===== src/rtl/serv_mem_arbiter_pkg.sv =====
// Shared definitions for the SERV ibus/dbus memory arbiter: FSM encodings,
// grant constants and the grant-selection helper.
package serv_mem_arbiter_pkg;

    typedef enum logic [1:0] {
        ARB_IDLE = 2'd0,
        ARB_BUSY = 2'd1,
        ARB_ACK  = 2'd2
    } arb_state_e;

    localparam logic       GNT_I    = 1'b0;
    localparam logic       GNT_D    = 1'b1;
    localparam logic [3:0] SEL_WORD = 4'hF;

    // With both buses requesting, fair mode hands the grant to whoever lost last time
    function automatic logic arb_pick(input logic ibus_req, input logic dbus_req,
                                      input logic fair, input logic last);
        logic win;
        if (ibus_req && dbus_req) begin
            if (fair) begin
                win = ~last;
            end else begin
                win = GNT_D;
            end
        end else if (dbus_req) begin
            win = GNT_D;
        end else begin
            win = GNT_I;
        end
        return win;
    endfunction

endpackage


===== src/rtl/serv_arb_wdt.sv =====
// Saturating watchdog for the arbiter: counts BUSY cycles without ack and
// flags expiry on the cycle whose edge would bring the count to TIMEOUT.
module serv_arb_wdt #(
    parameter int TIMEOUT = 1
) (
    input  logic clk,
    input  logic i_rst,
    input  logic i_clear,
    input  logic i_en,
    output logic o_expire
);

    localparam int             W     = (TIMEOUT > 0) ? $clog2(TIMEOUT + 1) : 1;
    localparam logic [W-1:0]   LIMIT = W'(TIMEOUT);
    localparam logic [W-1:0]   LAST  = W'((TIMEOUT > 0) ? (TIMEOUT - 1) : 0);

    logic [W-1:0] count_d;
    logic [W-1:0] count_q;

    // Next count: clear on grant, step while stalled, hold at the limit
    always_comb begin
        count_d = count_q;
        if (i_clear) begin
            count_d = {W{1'b0}};
        end else if (i_en && (count_q != LIMIT)) begin
            count_d = count_q + W'(1);
        end else begin
            count_d = count_q;
        end
    end

    // Count register
    always_ff @(posedge clk) begin
        if (i_rst) begin
            count_q <= {W{1'b0}};
        end else begin
            count_q <= count_d;
        end
    end

    assign o_expire = i_en && (count_q >= LAST);

endmodule


===== src/rtl/serv_mem_arbiter.sv =====
// Registered 2:1 arbiter sharing one Wishbone-style memory port between the
// SERV instruction and data buses, with optional stall watchdog.
module serv_mem_arbiter
    import serv_mem_arbiter_pkg::*;
#(
    parameter logic FAIR    = 1'b0,
    parameter int   TIMEOUT = 0
) (
    input  logic        clk,
    input  logic        i_rst,
    input  logic [31:0] i_ibus_adr,
    input  logic        i_ibus_cyc,
    output logic [31:0] o_ibus_rdt,
    output logic        o_ibus_ack,
    input  logic [31:0] i_dbus_adr,
    input  logic [31:0] i_dbus_dat,
    input  logic [3:0]  i_dbus_sel,
    input  logic        i_dbus_we,
    input  logic        i_dbus_cyc,
    output logic [31:0] o_dbus_rdt,
    output logic        o_dbus_ack,
    output logic [31:0] o_adr,
    output logic [31:0] o_dat,
    output logic [3:0]  o_sel,
    output logic        o_we,
    output logic        o_cyc,
    input  logic [31:0] i_rdt,
    input  logic        i_ack,
    output logic        o_timeout
);

    arb_state_e  state_d, state_q;
    logic        gnt_d, gnt_q;
    logic        last_d, last_q;
    logic [31:0] adr_d, adr_q;
    logic [31:0] dat_d, dat_q;
    logic [3:0]  sel_d, sel_q;
    logic        we_d, we_q;
    logic        cyc_d, cyc_q;
    logic [31:0] ibus_rdt_d, ibus_rdt_q;
    logic [31:0] dbus_rdt_d, dbus_rdt_q;
    logic        ibus_ack_d, ibus_ack_q;
    logic        dbus_ack_d, dbus_ack_q;
    logic        timeout_d, timeout_q;

    logic        win_s;
    logic        req_cyc_s;
    logic        done_s;
    logic [31:0] rsp_rdt_s;
    logic        wdt_clear_s;
    logic        wdt_en_s;
    logic        wdt_expire_s;

    // Next-state and next-output logic for the IDLE/BUSY/ACK handshake
    always_comb begin
        state_d     = state_q;
        gnt_d       = gnt_q;
        last_d      = last_q;
        adr_d       = adr_q;
        dat_d       = dat_q;
        sel_d       = sel_q;
        we_d        = we_q;
        cyc_d       = cyc_q;
        ibus_rdt_d  = ibus_rdt_q;
        dbus_rdt_d  = dbus_rdt_q;
        ibus_ack_d  = 1'b0;
        dbus_ack_d  = 1'b0;
        timeout_d   = 1'b0;
        wdt_clear_s = 1'b0;
        wdt_en_s    = 1'b0;
        done_s      = 1'b0;
        rsp_rdt_s   = 32'h0000_0000;
        win_s       = arb_pick(i_ibus_cyc, i_dbus_cyc, FAIR, last_q);
        req_cyc_s   = (gnt_q == GNT_D) ? i_dbus_cyc : i_ibus_cyc;

        case (state_q)
            ARB_IDLE: begin
                if (i_ibus_cyc || i_dbus_cyc) begin
                    gnt_d       = win_s;
                    last_d      = win_s;
                    cyc_d       = 1'b1;
                    state_d     = ARB_BUSY;
                    wdt_clear_s = 1'b1;
                    if (win_s == GNT_D) begin
                        adr_d = i_dbus_adr;
                        dat_d = i_dbus_dat;
                        sel_d = i_dbus_sel;
                        we_d  = i_dbus_we;
                    end else begin
                        adr_d = i_ibus_adr;
                        dat_d = 32'h0000_0000;
                        sel_d = SEL_WORD;
                        we_d  = 1'b0;
                    end
                end else begin
                    state_d = ARB_IDLE;
                end
            end
            ARB_BUSY: begin
                wdt_en_s = ~i_ack;
                // A real ack beats both abort and watchdog expiry
                if (i_ack) begin
                    done_s    = 1'b1;
                    rsp_rdt_s = i_rdt;
                end else if (!req_cyc_s) begin
                    cyc_d   = 1'b0;
                    state_d = ARB_IDLE;
                end else if (wdt_expire_s) begin
                    done_s    = 1'b1;
                    rsp_rdt_s = 32'h0000_0000;
                    timeout_d = 1'b1;
                end else begin
                    state_d = ARB_BUSY;
                end
                if (done_s) begin
                    cyc_d   = 1'b0;
                    state_d = ARB_ACK;
                    if (gnt_q == GNT_D) begin
                        dbus_rdt_d = rsp_rdt_s;
                        dbus_ack_d = 1'b1;
                    end else begin
                        ibus_rdt_d = rsp_rdt_s;
                        ibus_ack_d = 1'b1;
                    end
                end else begin
                    done_s = 1'b0;
                end
            end
            // Requester drops cyc on this edge; never re-grant from here
            ARB_ACK: begin
                state_d = ARB_IDLE;
            end
            default: begin
                state_d = ARB_IDLE;
                cyc_d   = 1'b0;
            end
        endcase
    end

    // State and output registers
    always_ff @(posedge clk) begin
        if (i_rst) begin
            state_q    <= ARB_IDLE;
            gnt_q      <= GNT_I;
            last_q     <= GNT_I;
            adr_q      <= 32'h0000_0000;
            dat_q      <= 32'h0000_0000;
            sel_q      <= 4'h0;
            we_q       <= 1'b0;
            cyc_q      <= 1'b0;
            ibus_rdt_q <= 32'h0000_0000;
            dbus_rdt_q <= 32'h0000_0000;
            ibus_ack_q <= 1'b0;
            dbus_ack_q <= 1'b0;
            timeout_q  <= 1'b0;
        end else begin
            state_q    <= state_d;
            gnt_q      <= gnt_d;
            last_q     <= last_d;
            adr_q      <= adr_d;
            dat_q      <= dat_d;
            sel_q      <= sel_d;
            we_q       <= we_d;
            cyc_q      <= cyc_d;
            ibus_rdt_q <= ibus_rdt_d;
            dbus_rdt_q <= dbus_rdt_d;
            ibus_ack_q <= ibus_ack_d;
            dbus_ack_q <= dbus_ack_d;
            timeout_q  <= timeout_d;
        end
    end

    generate
        if (TIMEOUT > 0) begin : g_wdt
            serv_arb_wdt #(
                .TIMEOUT (TIMEOUT)
            ) u_wdt (
                .clk      (clk),
                .i_rst    (i_rst),
                .i_clear  (wdt_clear_s),
                .i_en     (wdt_en_s),
                .o_expire (wdt_expire_s)
            );
        end else begin : g_no_wdt
            logic wdt_unused_s;
            assign wdt_expire_s = 1'b0;
            assign wdt_unused_s = wdt_clear_s ^ wdt_en_s;
        end
    endgenerate

    assign o_adr      = adr_q;
    assign o_dat      = dat_q;
    assign o_sel      = sel_q;
    assign o_we       = we_q;
    assign o_cyc      = cyc_q;
    assign o_ibus_rdt = ibus_rdt_q;
    assign o_ibus_ack = ibus_ack_q;
    assign o_dbus_rdt = dbus_rdt_q;
    assign o_dbus_ack = dbus_ack_q;
    assign o_timeout  = timeout_q;

endmodule


===== config.mk =====
export PLATFORM = sky130hd
export DESIGN_NAME = serv_mem_arbiter
export DESIGN_NICKNAME = d
export VERILOG_FILES = /design/src/rtl/serv_mem_arbiter_pkg.sv /design/src/rtl/serv_arb_wdt.sv /design/src/rtl/serv_mem_arbiter.sv
export SDC_FILE = /design/constraint.sdc
export NUM_CORES = 1
export LEC_CHECK = 0
export BUFFER_PORTS_ARGS = -buffer_cell sky130_fd_sc_hd__buf_2
export CAP_MARGIN = 5
export CELL_PAD_IN_SITES_DETAIL_PLACEMENT = 1
export CELL_PAD_IN_SITES_GLOBAL_PLACEMENT = 1
export CORE_ASPECT_RATIO = 0.9
export CORE_MARGIN = 3
export CORE_UTILIZATION = 34
export DETAILED_ROUTE_END_ITERATION = 7
export PLACE_DENSITY_LB_ADDON = 0.1
export SLEW_MARGIN = 40
export SYNTH_ARGS = -nofsm -noshare
export SYNTH_HDL_FRONTEND = slang
export SYNTH_SLANG_ARGS = --single-unit

===== constraint.sdc =====
create_clock -name clk -period 1.9 [get_ports clk]
set_input_delay 0.285 -clock clk [delete_from_list [all_inputs] [get_ports clk]]
set_output_delay 0.285 -clock clk [all_outputs]
set_load 0.01 [all_outputs]

# == Word level (Yosys, flattened, before mapping) ==
# Cells that the tools add are included.
# word_totals
out_inout_bits,137
regBits,139
word_cells,50
inputBits,138
# op_classes
eq_ne,5
mux,22
bitwise_logic,4
reduce_logical,8
# ops
operator,n
two-way mux 32 bit,3
two-way mux 1 bit,14
"!= test 3 bit, second input constant",2
AND reduction 3 bit,2
two-way mux 2 bit,2
two-way mux 4 bit,1
NOT 1 bit,4
one-hot mux 2 bit (2 select lines),1
AND reduction 4 bit,1
one-hot mux 1 bit (3 select lines),1
OR reduction 3 bit,1
"equality test 2 x 1 -> 1 bit, second input constant",1
"equality test 2 bit, second input constant",1
zero test 2 bit,1
"!= test 2 bit, second input constant",1
AND reduction 2 bit,1
logical AND 1 bit,1
logical OR 1 bit,1

# == Depth between registers and ports, before layout ==
# Gate-level depths: netlist of run 1.
# depth
ltp_word,5
mapped_depth,6

# == Worst setup path after synthesis of run 1 ==
# No wires, ideal clock.
# synth_path
path_kind,input-to-reg
from,input i_dbus_cyc
to,register adr_q[10] (netlist: o_adr[10])
required_time_ns,1.764
arrival_time_ns,1.246
path_stages,6
path_slack_ns,0.518
path_cell_list,buf_2 -> or2_2 -> buf_4 -> buf_2 -> a21oi_1 -> a211oi_1
# synth_between
elab_chain_cells,3
word_cells_on_any_way,6
classes_between,mux: 3; reduce/logical: 3
# synth_rtl
item,line_no,text
start: declaration,serv_mem_arbiter.sv:19,"input logic i_dbus_cyc,"
two-way mux 1 bit or logical AND 1 bit (tied branches),"serv_mem_arbiter_pkg.sv:25, serv_mem_arbiter_pkg.sv:19",
two-way mux 1 bit,serv_mem_arbiter_pkg.sv:19,if (ibus_req && dbus_req) begin
two-way mux 32 bit,serv_mem_arbiter.sv:84,if (win_s == GNT_D) begin
end signal: assignment,serv_mem_arbiter.sv:160,adr_q <= adr_d;
end: declaration,serv_mem_arbiter.sv:35,"logic [31:0] adr_d, adr_q;"
# Parallel ways exist; a longest one is shown, timed or not.
# A chain may end at the register's enable or synchronous reset.

# == Worst setup path after layout of run 1 ==
# layout_path
from,register state_q[0]
to,register we_q (netlist: o_we)
# layout_between
elab_chain_cells,2
# layout_rtl
item,line_no,text
start: declaration,serv_mem_arbiter.sv:32,"arb_state_e state_d, state_q;"
start signal: assignment,serv_mem_arbiter.sv:157,state_q <= state_d;
zero test 2 bit,--,
AND reduction 2 bit (no line),--,
end signal: assignment,serv_mem_arbiter.sv:163,we_q <= we_d;
end: declaration,serv_mem_arbiter.sv:38,"logic we_d, we_q;"
# No other way between the ends.

==> results of run 1 <==
## cell families (layout without fill, tap and decap cells)
family,Yosys count,in the layout
simple gates,185,185
buf+inv,59,314
compound gates,203,203
mux,33,33
other cells,1,3
flops,139,139
## per-stage QoR
| step | setup TNS [ns] | setup WS [ns] |
|---|---|---|
| floorplan | 0 | 0.5183 |
| global placement | -0.3048 | -0.02023 |
| detailed placement | 0 | 0.07398 |
| CTS | 0 | 0.3186 |
| global route | 0 | 0.1727 |
| finish | 0 | 0.3362 |
## routing by layer
| layer | share of wire (%) | up-vias | global-route usage (%) |
|---|---|---|---|
| met5 | 0.039 | - | 0 |
| met4 | 2.6 | 2 | 8.157 |
| met3 | 7.5 | 33 | 6.179 |
| met2 | 48 | 164 | 34.50 |
| met1 | 41 | 2552 | 23.89 |
| li1 | - | 2604 | - |
## synthesized netlist by cell type, drive strengths merged
cell type	count	area share, %
nor3b	1	0.24
dfxtp	139	53
or3b	1	0.17
or4b	1	0.26
nor3	4	0.38
mux2i	33	6.3
o21ai	34	3.2
and4b	1	0.19
or2	2	0.24
conb	1	0.071
a211oi	33	4.8
nand4b	1	0.17
a21oi	136	13
buf	27	3.2
inv	1	0.071
nand4bb	1	0.21
nand2	162	12
nor2	9	0.83
clkbuf	31	2.3
nor4bb	2	0.38
## state kept, by name, indices dropped and copies added (netlist names)
| signal | cells |
|---|---|
| gnt_q | 1 |
| o_adr | 32 |
| o_cyc | 1 |
| o_dat | 32 |
| o_dbus_ack | 1 |
| o_dbus_rdt | 32 |
| o_ibus_ack | 1 |
| o_ibus_rdt | 32 |
| o_sel | 4 |
| o_we | 1 |
| state_q | 2 |
## power groups by stage
stage	Sequential (W)	Clock, W	Combinational (W)
3_3_place_gp	0.00324	0	0.000990
6_report	0.00319	0.00304	0.00101
4_1_cts	0.00319	0.00312	0.00103
5_1_grt	0.00322	0.00324	0.00112
3_5_place_dp	0.00325	0	0.00102
2_1_floorplan	0.00332	0	0.000482
## worst reg2reg max path: stages, from the launching register on
cell,delay [ns]
dfxtp_1,0.57
or2_1,0.25
buf_4,0.34
o21ai_0,0.17
a21oi_1,0.17
## area by class of cell
class / instances / area [µm²] / area share [%]
flip-flops and latches: 139 / 2783 / 38.06
well taps: 198 / 247.7 / 3.389
clock inverters: 3 / 40.04 / 0.5477
clock buffers: 24 / 491.7 / 6.726
diodes: 2 / 5.005 / 0.06846
inverters: 1 / 3.754 / 0.05134
multi-input cells: 422 / 2236 / 30.58
repair buffers: 286 / 1504 / 20.57
## final timing paths
kind	end	slack, ns	startpoint	cells past startpoint
worst max register to register	o_we	0.34	state_q[0]	4
worst min register to register	o_ibus_rdt[5]	0.45	o_ibus_rdt[5]	2
worst min-delay path	o_dat[1]	0.12	i_dbus_dat[1]	3
worst max-delay path	o_we	0.34	state_q[0]	4
==> results.sh, run 1 <==
export IMPL_synth_distinct_cells=28
export IMPL_htree_levels=4
export IMPL_syn_area_um2=5285
export IMPL_clockPowerShare_pct=41.9
export IMPL_max_freq_mhz=639.5
export IMPL_fin_util_pct=48.81
export IMPL_holdWs_ns=0.1161
export IMPL_rows=42
export IMPL_grt_max_degree=50
export IMPL_synthAdderAreaFrac_pct=0
export IMPL_slowest_stage="dfxtp_1"
export IMPL_fp_dieH_um=124.3
export IMPL_insertion_delay_ns=0.41
export IMPL_cts_made_buffers=17
export IMPL_nNetsFinal=1005
export IMPL_final_period_utilization_pct=82.30
export IMPL_post_place_cells=1046
export IMPL_post_cts_setup_buffers=0
export IMPL_synth_area_mux_share_pct=6.250
export IMPL_max_stage_delay_ns=0.57
export IMPL_crit_type="flop to flop"
export IMPL_clk_pin_slew_ns=0.06
export IMPL_vias=5355
export IMPL_nFillCells=1876
export IMPL_end_kind="flop"
export IMPL_p_sw_w=0.001831
export IMPL_irDropWorstVdd_mv=0.6525
export IMPL_grt_pass1_vias=5524
export IMPL_share_comb_of_total_power_pct=14.0
export IMPL_drt_wl_total_um=18020
export IMPL_first_iter_violations=173
export IMPL_p_seq_share_pct=44.1
export IMPL_crit_buf_inv=1
export IMPL_hold_path_class="input port to flop"
export IMPL_slew_headroom_pct=52.37
export IMPL_initial_utilization_pct=35.29
export IMPL_cts_resized_gates=0
export IMPL_cts_buffer_depth=2
export IMPL_yosys_warnings=0
export IMPL_drtPass1Iterations=4
export IMPL_io_pin_count=275
export IMPL_synthCells=620
export IMPL_synth_nets=758
export IMPL_wire_per_inst_um=16.76
export IMPL_area_delta_synth_final_pct=38.33
export IMPL_cts_tree="done"
export IMPL_powerDensity_nw_per_um2=990.9
export IMPL_syn_avg_cell_area_um2=8.524
export IMPL_tightest_slew_ns=0.7128
export IMPL_finalSetupViolations=0
export IMPL_finalHoldViolations=0
export IMPL_ys_ff_latch=139
export IMPL_rsz0062_at_grt="false"
export IMPL_status="finished clean"
export IMPL_grt_overflow_total=0
export IMPL_via_per_inst=4.981
export IMPL_period_minus_slack_ns=1.564
export IMPL_layout_common_cells="272 x buf_2, 162 x nand2_1, 139 x dfxtp_1"
export IMPL_gp_congestion=0.7429
export IMPL_final_max_slew_viol_count=0
export IMPL_p_leak_nw=3.361
export IMPL_critPathRequiredTime_ns=2.24
export IMPL_antenna_found_initial=2
export IMPL_die_area_um2=17080
export IMPL_synth_compound_area_share_pct=20.88
export IMPL_final_common_cell="buf_2"
export IMPL_sw_frac_of_total_pct=25.27
export IMPL_cp_start_kind="flop"
export IMPL_drive_above_1_share_pct=36.46
export IMPL_cts_hold_buf=0
export IMPL_portBuffers=273
export IMPL_track_usage_pct=20.42
export IMPL_crit_arrival_ns=1.91
export IMPL_placed_area_um2=6774
export IMPL_yosysSeqAreaShare_pct=52.65
export IMPL_finalNonFillerCells=1075
export IMPL_synth_xor_area_share_pct=0
export IMPL_yosys_area_share_simple_pct=14.56
export IMPL_ant_nets=0
export IMPL_coreArea_um2=14980
export IMPL_die_x_um=137.4
export IMPL_p_int_w=0.005413
export IMPL_cts_root_buf="clkbuf_16"
export IMPL_final_area_um2=7311
export IMPL_synth_top_family_by_area="compound AO/OA/AOI/OAI gates"
export IMPL_power_total_w=0.007244
export IMPL_crit_family="flip-flops"
export IMPL_dpl_hpwl_um=12740
export IMPL_skew_ns=0.005205
export IMPL_grt_first_pass_wirelength_um=27880
export IMPL_drv_cap=0
export IMPL_cts_sinks=139
export IMPL_worstPathCellList="or2_1 > buf_4 > o21ai_0 > a21oi_1"
export IMPL_drc=0
export IMPL_crit_fanout=33
Note: power is estimated with default switching activity, not from simulation.
==> run 2, diff against run 1 <==
--- a/config.mk
+++ b/config.mk
@@ -11,7 +11,7 @@
 export CELL_PAD_IN_SITES_GLOBAL_PLACEMENT = 1
 export CORE_ASPECT_RATIO = 0.9
 export CORE_MARGIN = 3
-export CORE_UTILIZATION = 34
+export CORE_UTILIZATION = 28
 export DETAILED_ROUTE_END_ITERATION = 7
 export PLACE_DENSITY_LB_ADDON = 0.1
 export SLEW_MARGIN = 40
==> constraint.sdc (replaced) <==
create_clock -name clk -period 1.4 [get_ports clk]
set_input_delay 0.21 -clock clk [delete_from_list [all_inputs] [get_ports clk]]
set_output_delay 0.21 -clock clk [all_outputs]
set_load 0.01 [all_outputs]
==> results.sh, run 2 (synthesis gave the netlist of run 1 again) <==
export IMPL_status="finished clean"
export IMPL_final_period_utilization_pct=93.23
export IMPL_crit_buf_inv=1
export IMPL_hold_path_class="input port to flop"
export IMPL_ff2ff_path_depth=4
export IMPL_finalSetupViolations=0
export IMPL_cts_sinks=139
export IMPL_cp_endpoint="o_ibus_rdt[30]"
export IMPL_grt_first_pass_wirelength_um=28610
export IMPL_end_kind="flop"
export IMPL_fin_util_pct=41.54
export IMPL_grt_pass1_vias=5575
export IMPL_r2r_end="o_ibus_rdt[30]"
export IMPL_nNetsFinal=1015
export IMPL_post_cts_setup_buffers=0
export IMPL_critPathRequiredTime_ns=1.74
export IMPL_irDropWorstVdd_mv=0.7854
export IMPL_die_area_um2=20560
export IMPL_skew_ns=0.01101
export IMPL_cts_tree="done"
export IMPL_drive_above_1_share_pct=38.43
export IMPL_cts_buffer_depth=2
export IMPL_crit_type="flop to flop"
export IMPL_placed_area_um2=7020
export IMPL_cp_start_kind="flop"
export IMPL_initial_utilization_pct=28.62
export IMPL_crit_arrival_ns=1.64
export IMPL_regArea_um2=2789
export IMPL_layout_common_cells="272 x buf_2, 162 x nand2_1, 136 x a21oi_1, 136 x dfxtp_1, 33 x mux2i_1"
export IMPL_crit_start="state_q[0]"
export IMPL_die_x_um=150.8
export IMPL_cp_num_cells=4
export IMPL_vias=5334
export IMPL_grt_overflow_total=0
export IMPL_rows=47
export IMPL_r2r_start="state_q[0]"
export IMPL_dpl_hpwl_um=13380
export IMPL_crit_family="simple AND/OR/NAND/NOR gates"
export IMPL_clk_pin_slew_ns=0.07
export IMPL_antenna_diode_count=0
export IMPL_drv_cap=0
export IMPL_crit_fanout=32
export IMPL_via_per_inst=4.700
export IMPL_cts_root_buf="clkbuf_16"
export IMPL_power_total_w=0.01043
export IMPL_final_max_slew_viol_count=0
export IMPL_insertion_delay_ns=0.42
export IMPL_cts_hold_buf=0
export IMPL_nFillCells=2279
export IMPL_wire_per_inst_um=16.52
export IMPL_antenna_found_initial=1
export IMPL_final_area_um2=7670
export IMPL_multi_input_area_um2=2248
export IMPL_slowest_stage="dfxtp_4"
export IMPL_portBuffers=273
export IMPL_finalHoldViolations=0
export IMPL_drtPass1Iterations=6
export IMPL_fp_dieH_um=136.3
export IMPL_drt_wl_total_um=18750
export IMPL_htree_levels=4
export IMPL_reg2reg_slack_ns=0.09
export IMPL_grt_max_degree=56
export IMPL_gp_congestion=0.7714
export IMPL_period_minus_slack_ns=1.305
export IMPL_max_stage_delay_ns=0.40
export IMPL_drc=0
export IMPL_first_iter_violations=157
export IMPL_p_leak_nw=3.491
export IMPL_cts_made_buffers=17
export IMPL_coreArea_um2=18470
export IMPL_io_pin_count=275
export IMPL_area_delta_synth_final_pct=45.12
export IMPL_track_usage_pct=17.50
export IMPL_ant_nets=0
export IMPL_worstPathCellList="nor4bb_4 > buf_12 > nand2_1 > a21oi_1"
export IMPL_final_common_cell="buf_2"
export IMPL_rsz0062_at_grt="false"
export IMPL_max_freq_mhz=766.2
export IMPL_powerDensity_nw_per_um2=1360
==> run 2: cell count changes in the layout (fill, tap and decap cells not counted), sizes merged <==
cell,previous run,this run
inv,1,2
buf,286,295
diode,2,0
clkbuf,24,19
bufinv,1,3
clkinv,2,7
clkinvlp,0,3
==> run 2: worst register-to-register path, delay by kind of cell, from the launching register on <==
kind | cells | cell delay [ns]
DFF | 1 | 0.40
and+or+nand+nor | 2 | 0.45
AOI/OAI and AO/OA | 1 | 0.15
buffers and inverters | 1 | 0.24
==> run 2: cell type report <==
cell class	instances	area share, %
flip-flops and latches	139	36.36
repair buffers	296	22.45
multi-input cells	422	29.31
well taps	245	3.997
clock inverters	14	2.235
inverters	1	0.04894
clock buffers	18	5.595
==> run 2: what timing repair did <==
item | 4_1_cts | 5_1_grt
setup endpoints to repair | 9 | 11
endpoints found under the hold margin | 0 | 0
gates resized for setup | 3 | 5
gates cloned | 0 | 1
pin swaps | 0 | 0
==> run 2: worst min-delay path by stage <==
stage	startpoint	endpoint	slack, ns	depth (start not counted)
2_1_floorplan	i_rdt[0]	o_dbus_rdt[0]	0.35	2
3_3_place_gp	o_dbus_rdt[28]	o_dbus_rdt[28]	0.44	2
3_5_place_dp	o_dbus_rdt[9]	o_dbus_rdt[9]	0.45	2
4_1_cts	i_dbus_dat[11]	o_dat[11]	0.01	3
5_1_grt	i_dbus_dat[9]	o_dat[9]	0.01	3
6_report	i_dbus_dat[13]	o_dat[13]	0.03	3
==> run 2: routing by layer <==
layer  vias to the layer above  track usage [%]  wire length (µm)
met3                        15            6.567              1444
li1                       2625                -                 -
met1                      2544            20.85              7904
met2                       148            29.48              9225
met4                         2            4.985               166
met5                         -                0                13
==> run 2: stage by stage <==
step / hold WS [ns] / instances / worst slack, ns / setup TNS [ns]
after floorplan: 0.3460 / 620 / 0.07445 / 0
after global placement: 0.4407 / 1102 / 0.05710 / 0
after detailed placement: 0.4450 / 1102 / -0.03126 / -0.06914
after CTS: 0.01351 / 1134 / 0.05159 / 0
after global routing: 0.01451 / 1135 / 0.002698 / 0
final: 0.03299 / 1135 / 0.09479 / 0
==> run 2: power breakdown <==
part / internal, W / total, W / switching [W] / leakage (nW)
sequential: 0.00420 / 0.00432 / 0.000125 / 1.14
clock: 0.00281 / 0.00460 / 0.00179 / 0.286
combinational: 0.000668 / 0.00151 / 0.000838 / 2.07
==> run 3, diff against run 2 <==
--- a/config.mk
+++ b/config.mk
@@ -13,6 +13,7 @@
 export CORE_MARGIN = 3
 export CORE_UTILIZATION = 28
 export DETAILED_ROUTE_END_ITERATION = 7
+export GPL_ROUTABILITY_DRIVEN = 0
 export PLACE_DENSITY_LB_ADDON = 0.1
 export SLEW_MARGIN = 40
 export SYNTH_ARGS = -nofsm -noshare
==> constraint.sdc (replaced) <==
create_clock -name clk -period 1.2 [get_ports clk]
set_input_delay 0.18 -clock clk [delete_from_list [all_inputs] [get_ports clk]]
set_output_delay 0.18 -clock clk [all_outputs]
set_load 0.01 [all_outputs]
==> results.sh, run 3 (synthesis gave the netlist of run 1 again) <==
export IMPL_status="finished, violations left"
export IMPL_violations="negative setup slack"
export IMPL_coreArea_um2=18470
export IMPL_hold_end="o_dat[7]"
export IMPL_grt_pass1_vias=5832
export IMPL_ff2ff_path_depth=6
export IMPL_critPathRequiredTime_ns=1.54
export IMPL_final_period_utilization_pct=114.7
export IMPL_crit_fanout=8
export IMPL_drive_above_1_share_pct=49.30
export IMPL_pre_cts_slack_ns=-0.1323
export IMPL_drv_cap=0
export IMPL_finalSetupViolations=133
export IMPL_initial_utilization_pct=28.62
export IMPL_antenna_diode_count=0
export IMPL_setup_slack_ns=-0.1760
export IMPL_fp_dieH_um=136.3
export IMPL_hold_path_class="input port to flop"
export IMPL_rows=47
export IMPL_p_leak_nw=3.949
export IMPL_dpl_hpwl_um=13640
export IMPL_drt_wl_total_um=21940
export IMPL_die_x_um=150.8
export IMPL_nFillCells=2217
export IMPL_crit_type="flop to flop"
export IMPL_irDropWorstVdd_mv=0.9125
export IMPL_r2r_end="o_ibus_rdt[13]"
export IMPL_powerDensity_nw_per_um2=1489
export IMPL_cts_tree="done"
export IMPL_skew_ns=0.007769
export IMPL_cts_root_buf="clkbuf_16"
export IMPL_layout_common_cells="272 x buf_2, 139 x nand2_1, 136 x dfxtp_1"
export IMPL_clk_pin_slew_ns=0.06
export IMPL_final_common_cell="buf_2"
export IMPL_final_max_slew_viol_count=0
export IMPL_io_pin_count=275
export IMPL_htree_levels=4
export IMPL_nNetsFinal=1058
export IMPL_vias=5691
export IMPL_portBuffers=273
export IMPL_wire_per_inst_um=18.62
export IMPL_fin_util_pct=47.57
export IMPL_holdPathStages=3
export IMPL_antenna_found_initial=0
export IMPL_fin_tns_setup_ns=-13.52
export IMPL_via_per_inst=4.831
export IMPL_insertion_delay_ns=0.42
export IMPL_rsz0062_at_grt="true"
export IMPL_ant_nets=0
export IMPL_end_kind="flop"
export IMPL_max_freq_mhz=726.7
export IMPL_track_usage_pct=18.90
export IMPL_cp_start_kind="flop"
export IMPL_r2r_start="state_q[1]"
export IMPL_reg2reg_slack_ns=-0.18
export IMPL_period_minus_slack_ns=1.376
export IMPL_die_area_um2=20560
export IMPL_grt_overflow_total=0
export IMPL_holdCritStartpoint="i_dbus_dat[7]"
export IMPL_area_delta_synth_final_pct=66.22
export IMPL_crit_arrival_ns=1.72
export IMPL_grt_max_degree=57
export IMPL_cts_sinks=139
export IMPL_finalHoldViolations=0
export IMPL_cts_buffer_depth=2
export IMPL_cts_made_buffers=17
export IMPL_first_iter_violations=193
export IMPL_drtPass1Iterations=4
export IMPL_grt_first_pass_wirelength_um=30440
export IMPL_drc=0
==> run 3: cell types whose count changed in the layout (fill, tap and decap cells not counted), moves of 6 or more <==
cell           change
a211oi_1           -6
buf_6             +12
a21oi_1           -42
nand2_4           +16
o21ai_0           -29
a21oi_2           +42
nand2_1           -23
a211oi_2           +6
dlygate4sd3_1     +25
o21ai_2           +21
nand2_2            +7
clkbuf_16          +7
o21ai_1            +6
==> run 3: cell type report <==
class	count	area [µm²]	share of cell area, %
flip-flops and latches	139	2789	31.75
multi-input cells	422	2711	30.86
repair buffers	339	2327	26.49
clock buffers	22	484.2	5.512
well taps	245	306.5	3.490
clock inverters	10	162.7	1.852
inverters	1	3.754	0.04273
==> run 3: worst max path at each step <==
stage,end,slack [ns],from
2_1_floorplan,o_adr[10],-0.04,state_q[1]
3_3_place_gp,o_sel[3],-0.08,state_q[0]
3_5_place_dp,o_ibus_rdt[22],-0.13,state_q[1]
4_1_cts,o_adr[20],-0.14,state_q[1]
5_1_grt,o_ibus_rdt[13],-0.21,state_q[1]
6_report,o_ibus_rdt[13],-0.18,state_q[1]
==> run 3: metrics by stage <==
step | power (W) | instances | cell area (µm²) | hold WS, ns
6_report | 0.01308 | 1178 | 8785 | 0.01347
5_1_grt | 0.01366 | 1178 | 8785 | 0.003366
4_1_cts | 0.01290 | 1164 | 8160 | 0.00001091
3_5_place_dp | 0.006890 | 1099 | 6977 | 0.4371
3_3_place_gp | 0.006829 | 1099 | 6977 | 0.4262
2_1_floorplan | 0.006073 | 620 | 5355 | 0.3160
==> run 3: layer usage <==
metal | vias to the layer above | share of wire (%) | track usage (%)
met3 | 30 | 7.9 | 7.233
met5 | - | 0 | 0
met1 | 2723 | 41 | 21.70
li1 | 2747 | - | -
met2 | 191 | 49 | 32.26
met4 | 0 | 1.9 | 6.344
==> run 3: what timing repair did <==
action                                  in CTS  in global routing
hold buffers                                23                  2
pin swaps                                   35                 44
setup buffers                                5                  5
cloned                                       5                 10
resized for setup                           37                112
endpoints found under the hold margin       25                  2
endpoints found under the setup margin     136                135
==> run 3: worst max-delay path, cell delays in order, from the launching register on <==
cell       delay (ns)
dfxtp_2          0.33
buf_6            0.13
nor4bb_4         0.28
buf_6            0.18
clkbuf_16        0.17
nand2_1          0.08
a21oi_2          0.13
==> run 3: where the power goes <==
part           switching (W)  internal (W)
Sequential          0.000164       0.00490
Clock                0.00203       0.00370
Combinational        0.00123       0.00107
Total                0.00342       0.00967
